File: src/rtl/scan_demux_pkg.sv
// Shared definitions for the scanned seven-segment digit demultiplexer.
// Contents: scan FSM state encoding, default TIMEOUT / LOCK_FRAMES values,
//           and a helper that sizes counters for a given maximum value.
package scan_demux_pkg;

  typedef enum logic [1:0] {
    HUNT    = 2'd0,
    COLLECT = 2'd1,
    LOCKED  = 2'd2
  } scan_state_t;

  localparam int TIMEOUT_DEF     = 1024;
  localparam int LOCK_FRAMES_DEF = 2;

  // Bits needed to hold 0..max_val, never less than one bit.
  function automatic int cnt_width(input int max_val);
    return ($clog2(max_val + 1) < 1) ? 1 : $clog2(max_val + 1);
  endfunction

endpackage

File: src/rtl/scan_watchdog.sv
// Purpose: counts cycles since the last accepted strobe while a frame is open.
// Latency: EXPIRED is high the cycle after TIMEOUT idle cycles have elapsed.
// Backpressure: none. Ports: CLK, RST (sync, active-high), CLR (restart),
//               EN (count enable, low holds count at 0), EXPIRED (timeout).
module scan_watchdog
  import scan_demux_pkg::*;
#(
  parameter int TIMEOUT = TIMEOUT_DEF
) (
  input  logic CLK,
  input  logic RST,
  input  logic CLR,
  input  logic EN,
  output logic EXPIRED
);

  localparam int CW = cnt_width(TIMEOUT);

  logic [CW-1:0] cnt;

  // cnt = number of edges since the last clear. A strobe exactly TIMEOUT
  // cycles after the previous one still sees cnt == TIMEOUT-1 and is
  // accepted; one cycle later EXPIRED fires and outranks any strobe.
  always_ff @(posedge CLK) begin
    if (RST || CLR || !EN) begin
      cnt <= '0;
    end else if (cnt != CW'(TIMEOUT)) begin
      cnt <= cnt + 1'b1;
    end
  end

  assign EXPIRED = EN && (cnt == CW'(TIMEOUT));

endmodule

File: src/rtl/scan_demux.sv
// Purpose: rebuilds 4-digit frames from a scanned (slot strobe + index) bus.
// Latency: DIG0..3/FRAME_STB update one cycle after the slot-3 strobe.
// Backpressure: none; every SEL_STB is processed, back-to-back is legal.
// Ports: CLK, RST (sync, active-high); SEL_STB/SEL_IDX/DIG_IN scan input;
//        DIG0..DIG3 frame digits, FRAME_STB update pulse, FRAME_VALID lock,
//        SEQ_ERR pulse on order violation or timeout.
module scan_demux
  import scan_demux_pkg::*;
#(
  parameter int TIMEOUT     = TIMEOUT_DEF,
  parameter int LOCK_FRAMES = LOCK_FRAMES_DEF
) (
  input  logic       CLK,
  input  logic       RST,
  input  logic       SEL_STB,
  input  logic [1:0] SEL_IDX,
  input  logic [3:0] DIG_IN,
  output logic [3:0] DIG0,
  output logic [3:0] DIG1,
  output logic [3:0] DIG2,
  output logic [3:0] DIG3,
  output logic       FRAME_STB,
  output logic       FRAME_VALID,
  output logic       SEQ_ERR
);

  localparam int GW = cnt_width(LOCK_FRAMES);

  scan_state_t   state;
  logic [1:0]    exp_idx;
  logic [3:0]    sh0, sh1, sh2;
  logic [GW-1:0] good_cnt;
  logic [GW-1:0] good_inc;
  logic          in_frame;
  logic          accept;
  logic          tmo;

  assign in_frame = (state != HUNT);

  // Any strobe that lands in a slot: the expected one, or a slot 0 that
  // restarts a frame (from HUNT or after an order error). A timeout on the
  // same edge overrides it.
  assign accept = SEL_STB && !tmo &&
                  ((in_frame && (SEL_IDX == exp_idx)) || (SEL_IDX == 2'd0));

  always_comb begin
    good_inc = good_cnt;
    if (good_cnt != GW'(LOCK_FRAMES)) begin
      good_inc = good_cnt + 1'b1;
    end
  end

  scan_watchdog #(
    .TIMEOUT(TIMEOUT)
  ) u_wdog (
    .CLK    (CLK),
    .RST    (RST),
    .CLR    (accept),
    .EN     (in_frame),
    .EXPIRED(tmo)
  );

  always_ff @(posedge CLK) begin
    if (RST) begin
      state       <= HUNT;
      exp_idx     <= 2'd0;
      sh0         <= 4'd0;
      sh1         <= 4'd0;
      sh2         <= 4'd0;
      good_cnt    <= '0;
      DIG0        <= 4'd0;
      DIG1        <= 4'd0;
      DIG2        <= 4'd0;
      DIG3        <= 4'd0;
      FRAME_STB   <= 1'b0;
      FRAME_VALID <= 1'b0;
      SEQ_ERR     <= 1'b0;
    end else begin
      FRAME_STB <= 1'b0;
      SEQ_ERR   <= 1'b0;
      if (tmo) begin
        // Timeout wins over a coincident strobe, including a slot-3 one.
        SEQ_ERR     <= 1'b1;
        good_cnt    <= '0;
        FRAME_VALID <= 1'b0;
        exp_idx     <= 2'd0;
        state       <= HUNT;
      end else if (state == HUNT) begin
        if (SEL_STB && (SEL_IDX == 2'd0)) begin
          sh0     <= DIG_IN;
          exp_idx <= 2'd1;
          state   <= COLLECT;
        end
      end else if (SEL_STB) begin
        if (SEL_IDX == exp_idx) begin
          exp_idx <= exp_idx + 1'b1;
          case (exp_idx)
            2'd0: sh0 <= DIG_IN;
            2'd1: sh1 <= DIG_IN;
            2'd2: sh2 <= DIG_IN;
            default: begin
              DIG0      <= sh0;
              DIG1      <= sh1;
              DIG2      <= sh2;
              DIG3      <= DIG_IN;
              FRAME_STB <= 1'b1;
              good_cnt  <= good_inc;
              if (good_inc == GW'(LOCK_FRAMES)) begin
                state       <= LOCKED;
                FRAME_VALID <= 1'b1;
              end
            end
          endcase
        end else begin
          SEQ_ERR     <= 1'b1;
          good_cnt    <= '0;
          FRAME_VALID <= 1'b0;
          if (SEL_IDX == 2'd0) begin
            // The offending strobe is itself a valid frame start.
            sh0     <= DIG_IN;
            exp_idx <= 2'd1;
            state   <= COLLECT;
          end else begin
            exp_idx <= 2'd0;
            state   <= HUNT;
          end
        end
      end
    end
  end

endmodule

File: config.mk
export PLATFORM = sky130hd
export DESIGN_NAME = scan_demux
export DESIGN_NICKNAME = d
export VERILOG_FILES = /design/src/rtl/scan_demux_pkg.sv /design/src/rtl/scan_watchdog.sv /design/src/rtl/scan_demux.sv
export SDC_FILE = /design/constraint.sdc
export NUM_CORES = 1
export LEC_CHECK = 0
export ABC_CLOCK_PERIOD_IN_PS = 2900
export BUFFER_PORTS_ARGS = -buffer_cell sky130_fd_sc_hd__buf_4
export CAP_MARGIN = 20
export CORE_UTILIZATION = 44
export CTS_CLUSTER_DIAMETER = 200
export CTS_CLUSTER_SIZE = 24
export DETAILED_ROUTE_END_ITERATION = 10
export SYNTH_ARGS = -nofsm -noshare
export SYNTH_HDL_FRONTEND = slang
export SYNTH_HIERARCHICAL = 1
export SYNTH_SLANG_ARGS = --single-unit
File: constraint.sdc
create_clock -name CLK -period 2.9 [get_ports CLK]
set_input_delay 0.58 -clock CLK [delete_from_list [all_inputs] [get_ports CLK]]
set_output_delay 0.58 -clock CLK [all_outputs]
set_load 0.02 [all_outputs]
==> results of run 1 <==
## where the power goes
group / switching, mW / internal [mW] / leakage [nW] / total [mW]
clock network: 0.212 / 0.190 / 0.0510 / 0.402
registers: 0.00537 / 0.663 / 0.387 / 0.669
logic: 0.0483 / 0.0256 / 0.440 / 0.0740
## cell type report
type | count | area share
clock buffers | 6 | 0.0324
clock inverters | 2 | 0.00393
inverters | 11 | 0.0162
multi-input cells | 186 | 0.455
flip-flops and latches | 48 | 0.377
well taps | 67 | 0.0329
repair buffers | 28 | 0.0825
## state kept, by name, summed over array words and instances (netlist names), 2 cells and up
register / cells
good_cnt: 2
u_wdog/cnt: 11
DIG1: 4
DIG3: 4
state: 2
exp_idx: 2
sh0: 4
DIG0: 4
DIG2: 4
sh2: 4
sh1: 4
## metal layers
metal / up-vias / wire length (µm) / track usage
li1: 985 / - / -
met4: 0 / 63 / 0.0705
met3: 5 / 137 / 0.0288
met5: - / 0 / 0
met2: 26 / 2110 / 0.304
met1: 874 / 2320 / 0.240
## logic make-up after synthesis
family | Yosys count | synth area share
and+or+nand+nor | 87 | 0.219
AOI/OAI and AO/OA | 79 | 0.194
DFF | 48 | 0.425
buffers and inverters | 27 | 0.0620
xor gates and xnor gates | 7 | 0.0338
adders and majority gates | 7 | 0.0387
muxes | 6 | 0.0271
## per-stage QoR
step                cells  area [µm²]  worst slack [ns]  power, mW  hold WS (ns)
floorplan             261        2260             0.544      0.734         0.436
global placement      340        2460             0.442      0.758         0.451
detailed placement    340        2460             0.410      0.758         0.449
CTS                   348        2550             0.387       1.16         0.460
global route          348        2550             0.288       1.19         0.490
finish                348        2550             0.387       1.14         0.457
## worst max path at each step
stage / startpoint / to / slack, ns / cells after the start
floorplan: u_wdog/cnt[2] / u_wdog/cnt[0] / 0.54 / 10
global placement: u_wdog/cnt[2] / u_wdog/cnt[0] / 0.44 / 8
detailed placement: u_wdog/cnt[2] / u_wdog/cnt[0] / 0.41 / 8
CTS: u_wdog/cnt[2] / u_wdog/cnt[0] / 0.39 / 8
global route: u_wdog/cnt[2] / u_wdog/cnt[0] / 0.29 / 8
finish: u_wdog/cnt[2] / u_wdog/cnt[0] / 0.39 / 8
## critical path: stages (launching register included)
cell	delay (ns)
dfxtp_1	0.39
nor4_1	0.30
and4b_1	0.34
and2_1	0.19
and2b_1	0.24
o21a_1	0.13
or3b_2	0.60
nor2_1	0.13
mux2_2	0.15
## layout by cell type (no fill, tap or decap), types with 3 or more instances in the layout
cell type  instances
nand2b_1           8
nor2_1            10
buf_4             28
or3_1              3
a21oi_1           34
dfxtp_1           48
clkbuf_8           6
o21ai_0           28
ha_1               7
inv_1             10
nand3_1           23
xor2_1             4
nand4_1           11
o31ai_1            4
mux2i_1            5
nor3_1             3
nand2_1           11
==> qor.txt, run 1 <==
FF+latch count, synth: 48
Row count: 25
Syn avg cell area: 8.66 µm²
Synth async-reset ratio: 0
Shortest period the worst path allows: 2.51 ns
TNS Setup: 0 ns
Peak supply drop: 217 µV
Placed wire-length estimate: 3110 µm
Hold Path Cell Cnt: 2
RSZ-0062 raised after global routing: false
CP max FO: 11
Root Driver: clkbuf_8
Area of the multi-input gates: 1160 µm²
CP Data Required Time: 3.15 ns
Status: finished clean
Vias per cell: 5.43
Number of global-route vias before repair: 1,689
Drt initial violations: 95
Final wirelength: 4630 µm
Setup crit end kind: register
Die X: 73.7 µm
Routability congestion estimate from global placement: 0.811
Hold crit path type: reg -> reg
First-pass GRT wire length: 7770 µm
Io pins: 28
Final setup fails: 0
Reg clk slew, reported paths: 0.08 ns
Hold-fix buffers, CTS: 0
Power per Cell Area: 449 nW/µm²
Max-Cap Viols: 0
Via count: 1,890
# nets final: 296
Worst setup SP type: register
GRT Overall Usage: 0.184
CP Class: reg -> reg
Period utilization: 0.867
Post-Syn Nets: 277
Reg2Reg Depth: 8
Seq/Total Area, Yosys: 0.425
Most frequent cells after synthesis: dfxtp_1 (48), a21oi_1 (34), o21ai_0 (28), nand3_1 (23)
Relative slew margins: 0.463
Core area: 4850 µm²
Antenna violations before repair: 0
Worst Path Arrival: 2.76 ns
Max-slew violation count: 0
FF-to-FF End: u_wdog/cnt[0]
Hold Violations, Final: 0
LEAKAGE: 0.878 nW
Starting Density: 0.466
Yosys cell types: 48
Largest net degree at the start of global routing: 37
ANT cells: 0
Area contributors post-synth: dfxtp_1 (43%), a21oi_1 (7.5%), o21ai_0 (6.2%), nand3_1 (5.1%), ha_1 (3.9%)
Filler instances: 468
Clock Path Buffers: 2
R2R Path Start: u_wdog/cnt[2]
CTS tree: done
Mapped Area: 2260 µm²
Die Height: 73.7 µm
Worst-margin pin slew: 0.803 ns
Dominant synthesized flop cell: dfxtp_1
Setup bufs post-CTS: 0
IO buf count: 27
Grt ovf: 0
YS warnings: 6
Share of post-route cells with drive strength above 1: 0.174
Clock Sinks: 48
Achievable frequency: 398 MHz
FF/Latch Area: 961 µm²
Avg WL per Cell: 13.3 µm
Post-synth top area share: 0.425
R2r setup slk: 0.39 ns
Worst-skew pair later-pin latency: 0.29 ns
DRT Pass-1 Iters: 4
Remaining antenna violation count after routing: 0
Post-synth EDFFs: 0
Mapped Cells: 261
Hold EP: good_cnt[0]
H-tree depth: 2
Cell taking the most area after synthesis: dfxtp_1
Fin util: 0.526
Die area: 5430 µm²
Most frequent cell after synthesis: dfxtp_1
Drc violations: 0
CTS Buf Count: 5
Layout area overhead: 12.7%
Worst hold path startpoint: good_cnt[0]
Skew final: 0.00740 ns
Cts repair resizes: 0
(Power assumes the default switching activity.)
==> run 2, diff against run 1 <==
--- a/config.mk
+++ b/config.mk
@@ -14,5 +14,4 @@
 export DETAILED_ROUTE_END_ITERATION = 10
 export SYNTH_ARGS = -nofsm -noshare
 export SYNTH_HDL_FRONTEND = slang
-export SYNTH_HIERARCHICAL = 1
 export SYNTH_SLANG_ARGS = --single-unit
==> qor.txt, run 2 <==
CTS tree: done
CTS Buf Count: 5
Most frequent cell after synthesis: dfxtp_1
Layout area overhead: 14.6%
Compound-Gate Fraction of Synth Area: 0.0748
Top reg by flops: u_wdog.cnt
RSZ-0062 raised after global routing: false
Mapped Cells: 222
Achievable frequency: 532 MHz
Shortest period the worst path allows: 1.88 ns
Synth Area in Adders: 0.0393
Period utilization: 0.648
Drt initial violations: 46
Syn avg cell area: 10.0 µm²
Net Switching: 0.263 mW
Clock Path Buffers: 2
Die X: 73.1 µm
Avg WL per Cell: 12.1 µm
Power per Cell Area: 440 nW/µm²
Crit path max-delay cell type: dfxtp_1
Setup crit end kind: register
Drc violations: 0
Yosys cell types: 45
Delay-heaviest family, CP: flip-flops
Max-Cap Viols: 0
R2R Path Start: exp_idx[0]
FF+latch count, synth: 48
Die area: 5350 µm²
Core area: 4790 µm²
ANT cells: 0
Internal Power: 0.859 mW
Post-synth EDFFs: 0
Reg2Reg Depth: 5
Clock Sinks: 48
Hold-fix buffers, CTS: 0
Setup bufs post-CTS: 0
Starting Density: 0.465
LEAKAGE: 0.989 nW
Root Driver: clkbuf_8
Reg power frac: 0.595
Worst-margin pin slew: 0.597 ns
Status: finished clean
Post-synth top area share: 0.432
WP depth: 5
Relative slew margins: 0.601
CP max FO: 9
Buf+Inv Stages, Crit Path: 1
IO buf count: 27
Synth Area in Simple Gates: 0.232
Number of global-route vias before repair: 1,418
Worst-skew pair later-pin latency: 0.30 ns
Io pins: 28
Cell taking the most area after synthesis: dfxtp_1
Peak supply drop: 245 µV
FF-to-FF End: sh0[1]
Multiplexer share of the synthesized area: 0.130
CP Cell Sequence: inv_1, ha_1, or4_1, o211ai_2, mux2i_1
TNS Setup: 0 ns
Comb pwr share: 0.055
Skew final: 0.00768 ns
Share of post-route cells with drive strength above 1: 0.219
Remaining antenna violation count after routing: 0
Synth async-reset ratio: 0
Grt ovf: 0
Sw frac: 0.235
Max reg flops: 11
Largest family of logic cells by synthesized area: simple AND/OR/NAND/NOR gates
Mapped Area: 2230 µm²
Vias per cell: 4.91
Hold Path Cell Cnt: 2
Routability congestion estimate from global placement: 0.781
Largest net degree at the start of global routing: 37
Post-Syn Nets: 238
CP Class: reg -> reg
Origin of the worst setup path: exp_idx[0]
Placed wire-length estimate: 2670 µm
CP endpoint: sh0[1]
YS warnings: 0
Hold Violations, Final: 0
# nets final: 266
CP Data Required Time: 3.13 ns
Seq/Total Area, Yosys: 0.432
Dominant synthesized flop cell: dfxtp_1
Hold crit path type: reg -> reg
Row count: 25
H-tree depth: 2
Area contributors post-synth: dfxtp_1 (43%), mux2i_1 (13%), nand2b_1 (9.6%), ha_1 (3.9%), nor2_2 (2.8%)
Final wirelength: 3850 µm
XOR/XNOR share of the synthesized area: 0.0500
Worst Path Arrival: 2.11 ns
Clk network pwr share: 0.350
GRT Overall Usage: 0.160
Die Height: 73.1 µm
Most frequent cells after synthesis: dfxtp_1 (48), nand2b_1 (34), mux2i_1 (29), nor2_1 (13), nand3_1 (11)
Commonest non-fill, non-tap cell in the layout: dfxtp_1
Place WS: 0.782 ns
Via count: 1,560
DRT Pass-1 Iters: 4
R2r setup slk: 1.02 ns
Final worst slack: 1.02 ns
Antenna violations before repair: 0
Worst setup SP type: register
Reg clk slew, reported paths: 0.09 ns
First-pass GRT wire length: 6580 µm
Final setup fails: 0
CP peak stage delay: 0.56 ns
Cts repair resizes: 0
Max-slew violation count: 0
Most frequent cells in the layout: dfxtp_1 (48), nand2b_1 (34), mux2i_1 (29), buf_4 (29), nor2_1 (13)
run 2: changes by cell type after synthesis, sizes merged, moves of 3 or more:
cell	delta
buf	-7
xnor2	+3
nand2b	+26
a21oi	-31
inv	-3
mux2i	+24
or3	-5
nand3	-13
nor2	+12
o21ai	-27
nor3	+3
nand2	-7
nand4	-11
run 2: per-layer routing:
layer	part of all wire	GRT usage	vias to the layer above
li1	-	-	812
met1	0.52	0.219	710
met2	0.43	0.247	34
met3	0.045	0.0401	4
met4	0.010	0.0523	0
met5	0	0	-
run 2: area by class of cell:
| class | count | area (µm²) |
|---|---|---|
| Multi-Input combinational cell | 158 | 1170 |
| Clock buffer | 5 | 68.8 |
| Fill cell | 479 | 2230 |
| Sequential cell | 48 | 961 |
| Inverter | 8 | 30.0 |
| Clock inverter | 3 | 18.8 |
| Timing Repair Buffer | 29 | 218 |
| Tap cell | 67 | 83.8 |
run 2: worst register-to-register path, cell delays in order, from the launching register on:
cell	delay (ns)
dfxtp_1	0.56
inv_1	0.12
ha_1	0.21
or4_1	0.53
o211ai_2	0.17
mux2i_1	0.22
run 2: cells by family after synthesis:
group	count (synthesis)
AOI/OAI and AO/OA	21
xor gates and xnor gates	11
adders and majority gates	7
buffers and inverters	16
DFF	48
muxes	29
and+or+nand+nor	90
run 2: worst min-delay path by stage:
stage / start / endpoint / slack, ns
2_1_floorplan: good_cnt[0] / good_cnt[0] / 0.45
3_3_place_gp: DIG3[1] / DIG3[1] / 0.46
3_5_place_dp: DIG3[1] / DIG3[1] / 0.46
4_1_cts: DIG3[0] / DIG3[0] / 0.48
5_1_grt: DIG3[2] / DIG3[2] / 0.50
6_report: DIG3[0] / DIG3[0] / 0.48
run 2: power groups by stage:
stage | logic, mW | clock network (mW) | registers (mW)
6_report | 0.0620 | 0.392 | 0.668
3_5_place_dp | 0.0626 | 0 | 0.683
2_1_floorplan | 0.0431 | 0 | 0.681
4_1_cts | 0.0628 | 0.412 | 0.668
3_3_place_gp | 0.0633 | 0 | 0.683
5_1_grt | 0.0692 | 0.436 | 0.669
run 2: stage by stage:
step                hold slack [ns]  power (mW)  utilization  cell area, µm²  instances
floorplan                     0.454       0.724            -            2230        222
global placement              0.460       0.746        0.515            2460        310
detailed placement            0.462       0.746        0.515            2460        310
CTS                           0.480        1.14        0.533            2550        318
global route                  0.496        1.17        0.533            2550        318
finish                        0.476        1.12        0.533            2550        318
